==> src/rtl/fpu_issue.sv <==
// fpu_issue: issue/response sequencer between an in-order core and an FP unit.
// Takes one request at a time from the core, presents it to the unit with a
// held order strobe, and returns the unit result (or a timeout error).
//
// Ports
//   clk, rst              clock and synchronous active-high reset
//   req_valid/req_ready   core request handshake
//   req_rs1/rs2/func3     request operands and operation select
//   resp_valid/resp_ready core response handshake
//   resp_rd, resp_err     response word and timeout flag
//   order                 issue strobe to the unit (high in ISSUE and WAIT)
//   accepted, done        unit handshake inputs
//   rs1, rs2, func3       operands held for the unit
//   rd                    unit result, meaningful only while done=1
//   busy                  high whenever not IDLE
module fpu_issue #(
  parameter int unsigned TIMEOUT = 255
) (
  input  logic        clk,
  input  logic        rst,
  input  logic        req_valid,
  output logic        req_ready,
  input  logic [31:0] req_rs1,
  input  logic [31:0] req_rs2,
  input  logic [2:0]  req_func3,
  output logic        resp_valid,
  input  logic        resp_ready,
  output logic [31:0] resp_rd,
  output logic        resp_err,
  output logic        order,
  input  logic        accepted,
  input  logic        done,
  output logic [31:0] rs1,
  output logic [31:0] rs2,
  output logic [2:0]  func3,
  input  logic [31:0] rd,
  output logic        busy
);

  typedef enum logic [1:0] {IDLE, ISSUE, WAIT, RESP} state_t;

  state_t     state;
  logic [7:0] cnt;

  // cnt holds the number of earlier order cycles, so the current cycle is
  // the TIMEOUT-th one when cnt equals TIMEOUT-1.
  localparam logic [7:0] LAST = 8'(TIMEOUT - 1);

  always_ff @(posedge clk) begin
    if (rst) begin
      state      <= IDLE;
      cnt        <= '0;
      resp_rd    <= '0;
      resp_err   <= 1'b0;
      rs1        <= '0;
      rs2        <= '0;
      func3      <= '0;
      order      <= 1'b0;
      busy       <= 1'b0;
      req_ready  <= 1'b1;
      resp_valid <= 1'b0;
    end else begin
      case (state)
        IDLE: begin
          if (req_valid) begin
            rs1       <= req_rs1;
            rs2       <= req_rs2;
            func3     <= req_func3;
            cnt       <= '0;
            state     <= ISSUE;
            order     <= 1'b1;
            busy      <= 1'b1;
            req_ready <= 1'b0;
          end
        end
        ISSUE, WAIT: begin
          cnt <= cnt + 8'd1;
          // done wins over timeout; done in ISSUE doubles as the accept
          if (done) begin
            resp_rd    <= rd;
            resp_err   <= 1'b0;
            state      <= RESP;
            order      <= 1'b0;
            resp_valid <= 1'b1;
          end else if (cnt == LAST) begin
            resp_rd    <= '0;
            resp_err   <= 1'b1;
            state      <= RESP;
            order      <= 1'b0;
            resp_valid <= 1'b1;
          end else if (state == ISSUE && accepted) begin
            state <= WAIT;
          end
        end
        RESP: begin
          if (resp_ready) begin
            state      <= IDLE;
            resp_valid <= 1'b0;
            busy       <= 1'b0;
            req_ready  <= 1'b1;
          end
        end
        default: state <= IDLE;
      endcase
    end
  end

endmodule

==> config.mk <==
export PLATFORM = sky130hd
export DESIGN_NAME = fpu_issue
export DESIGN_NICKNAME = d
export VERILOG_FILES = /design/src/rtl/fpu_issue.sv
export SDC_FILE = /design/constraint.sdc
export NUM_CORES = 1
export LEC_CHECK = 0
export ABC_AREA = 1
export CAP_MARGIN = 25
export CORE_ASPECT_RATIO = 0.8
export CORE_MARGIN = 2
export CORE_UTILIZATION = 43
export DETAILED_ROUTE_END_ITERATION = 6
export PLACE_DENSITY_LB_ADDON = 0.2
export RECOVER_POWER = 50
export SLEW_MARGIN = 10
export SYNTH_ARGS = -nofsm -noshare
export SYNTH_HDL_FRONTEND = slang
export SYNTH_SLANG_ARGS = --single-unit
==> constraint.sdc <==
create_clock -name clk -period 4.5 [get_ports clk]
set_input_delay 0.9 -clock clk [delete_from_list [all_inputs] [get_ports clk]]
set_output_delay 0.9 -clock clk [all_outputs]
set_load 0.1 [all_outputs]
==> flow_summary_export.csv <==
group,metric,value,unit
cells_and_area,final_cells,868,
drt,postRouteAntennaNets,0,
worst_setup_path,rr_endpoint,"cnt[5]",
worst_setup_path,r2r_slack,2.40,ns
clocking,cts_buffers,17,
die,start_util,0.439,
clocking,clock-sinks,114,
hold_path,min_from,"resp_rd[29]",
timing,max_slew_margin,-0.209,
place,place_hpwl,8.44,mm
worst_setup_path,critical_path.max_fanout,68,
synthesis,synth.top_cell.area_share,0.544,
status,outcome,"finished, violations left",
drt,route.detailed.drc,0,
clocking,ctsHoldBuffers,0,
worst_setup_path,critPathArrivalTime,3.56,ns
timing,rsz0062_at_grt,"false",
worst_setup_path,cp_cell_sequence,"dlygate4sd3_1 > clkbuf_1 > inv_1 > buf_4 > o21ai_0 > nor2_1",
timing,setup-tns-final,0,ns
power,intPower,2.94,mW
die,io_pins,209,
power,ir_drop,0.000594,V
clocking,h-tree-depth,4,
clocking,cts_tree,"yes",
global_route,antenna_found_initial,0,
timing,post-route-min-period,3.28,ns
synthesis,synth_top_family_by_area,"simple AND/OR/NAND/NOR gates",
global_route,grt_usage,0.232,
power,cellLeakagePower,2.69,nW
timing,fmax,305,MHz
synthesis,yosys.area.top_type,"dfxtp_1",
worst_setup_path,max_stage_delay,1.31,ns
drt,drt_iter0_markers,282,
drt,drt_pass1_iterations,5,
hold_path,holdCritPathClass,"flop to flop",
global_route,grt_pass1_wl,19.1,mm
timing,whs,0.459,ns
global_route,first_global_vias,3918,
timing,drv_slew,42,
synthesis,synth_simple_gate_area_share,0.234,
synthesis,synth-xor-area-share,0.00417,
synthesis,synthMuxAreaShare,0,
hold_path,worstHoldPathCells,2,
synthesis,synth_adder_area_share,0.0179,
hold_path,min_to,"resp_rd[29]",
worst_setup_path,reg2reg_from,"state[0]",
global_route,grt_max_degree,70,
place,dpl.cell_count,837,
cells_and_area,final_core_util,0.723,
worst_setup_path,end_kind,"flop",
cells_and_area,mostFrequentLayoutCells,"clkdlybuf4s50_1, nor2_1, dfxtp_1",
status,violations,"max-capacitance violations, max-slew violations",
synthesis,syn_nets,649,
clocking,clock_latency,0.40,ns
global_route,grt-ovfl-total,0,
synthesis,syn-instance-count,538,
drt,drt_wl_total,12.2,mm
power,seq_power_share,0.236,
run,drv_cap,1,
clocking,root_buffer,"clkbuf_16",
timing,hold_violations,0,
power,clkPwrFrac,0.222,
worst_setup_path,rr_worst_depth,9,
cells_and_area,final_common_cell,"clkdlybuf4s50_1",
cells_and_area,layout-drive-gt1-share,0.0574,
synthesis,synth_cell_type_count,28,
die,die_x,114,um
power,combPwrFrac,0.542,
worst_setup_path,worst_setup_path_start_kind,"input pin",
synthesis,synth_area_leaders,"dfxtp_1, nor2_1, o21ai_0, nand2_1, a21oi_1",
cells_and_area,syn2layout_area_growth,64.8,%
synthesis,synth_compound_area_frac,0.145,
die,coreArea,9570,um^2
power,p_sw_frac,0.510,
clocking,postCtsSetupRepairBufs,0,
power,power_density,868,nW/um^2
die,fp-row-count,32,
power,switching_power,3.06,mW
drt,viasPerCell,4.85,
die,dieArea,10600,um^2
synthesis,avgSynthCellArea,7.80,um^2
clocking,clock_path_buffers,2,
synthesis,synth_warnings,0,
cells_and_area,final_nets,849,
clocking,post_cts_resized,0,
timing,worstMarginPinSlew,1.81,ns
worst_setup_path,crit_type,"input pin to flop",
place,portBuffers,208,
synthesis,ys_ff_latch,114,
worst_setup_path,crit_slowest_cell,"clkbuf_1",
place,globalplace.congestion,0.838,
worst_setup_path,required,4.78,ns
die,die_y,92.4,um
clocking,clk_pin_slew,0.05,ns
drt,vias,4212,
timing,setup_viol,0,
synthesis,syn_area,4200,um^2
synthesis,yosysSeqAreaShare,0.544,
cells_and_area,antennaDiodeCount,0,
drt,wl_per_cell,14.1,um
timing,finalCritPeriodShare,0.728,
timing,fin_skew,0.00836,ns
## critical path, delay by kind of cell
family,cells,cell delay [ns]
and+or+nand+nor,1,0.08
AOI/OAI and AO/OA,1,0.17
buffers and inverters,4,2.37
## power by group through the flow
| stage | logic (mW) | registers (mW) | clock network, mW |
|---|---|---|---|
| 2_1_floorplan | 0.762 | 3.19 | 0 |
| 3_3_place_gp | 3.18 | 1.43 | 0 |
| 3_5_place_dp | 3.23 | 1.44 | 0 |
| 5_1_grt | 3.42 | 1.45 | 1.40 |
| 6_report | 3.25 | 1.42 | 1.33 |
| 4_1_cts | 3.24 | 1.42 | 1.36 |
## cell families (layout without fill, tap and decap cells)
| family | Yosys count | count (layout) |
|---|---|---|
| simple gates | 249 | 249 |
| compound gates | 118 | 118 |
| flops | 114 | 114 |
| buf+inv | 49 | 260 |
| fa+ha+maj | 6 | 6 |
| xor+xnor | 2 | 2 |
## through the flow
step	cell area [um^2]	power, mW	worst slack [ns]
after floorplan	4200	3.95	2.68
after CTS	6890	6.02	1.67
after global placement	6290	4.61	1.86
after detailed placement	6290	4.67	1.83
after global routing	6920	6.27	0.970
final	6920	6.00	1.22
## synthesized netlist by cell type
library cell,instances
o21a_1,1
nand2_4,1
xor2_1,2
buf_1,3
ha_1,6
inv_1,15
nor2_2,1
nand2_2,4
nand3_1,5
nor3_4,1
nor2_1,147
o211ai_1,1
o21ai_0,65
buf_2,3
clkbuf_1,18
a21oi_1,44
buf_4,5
or2_1,1
nand2_1,85
nand4_1,1
a211oi_1,1
buf_6,3
o21ai_4,1
inv_2,2
o21ai_1,5
nor3_1,2
dfxtp_1,114
or2_2,1
## area by class of cell
| class | count | area, um^2 |
|---|---|---|
| inverter | 17 | 63.8 |
| clock inverter | 4 | 70.1 |
| tap | 119 | 149 |
| clock buffer | 26 | 529 |
| fill | 776 | 2650 |
| timing repair buffer | 213 | 2140 |
| sequential | 114 | 2280 |
| multi-input combinational | 375 | 1690 |
## layer usage
layer / track usage / part of all wire / vias to the layer above / wire, um
met5: 0 / 0 / - / 0
met4: 0.107 / 0.022 / 0 / 269
li1: - / - / 2119 / -
met1: 0.265 / 0.42 / 1933 / 5080
met2: 0.397 / 0.50 / 142 / 6170
met3: 0.0681 / 0.059 / 18 / 720
## worst max-delay path by stage
| stage | from | end | slack, ns | cells past startpoint |
|---|---|---|---|---|
| finish | rst | rs1[6] | 1.22 | 6 |
| global route | rst | rs2[27] | 0.97 | 6 |
| CTS | rs1[20] | rs1[20] | 1.67 | 1 |
| detailed placement | req_valid | cnt[5] | 1.83 | 8 |
| global placement | req_valid | rs2[23] | 1.86 | 6 |
| floorplan | resp_err | resp_err | 2.68 | 0 |
## registers in the layout, summed over array words and instances (netlist names)
| signal | count |
|---|---|
| order | 1 |
| busy | 1 |
| resp_err | 1 |
| state | 2 |
| cnt | 8 |
| func3 | 3 |
| rs1 | 32 |
| resp_valid | 1 |
| req_ready | 1 |
| rs2 | 32 |
| resp_rd | 32 |
Power figures use the tool's default switching activity.
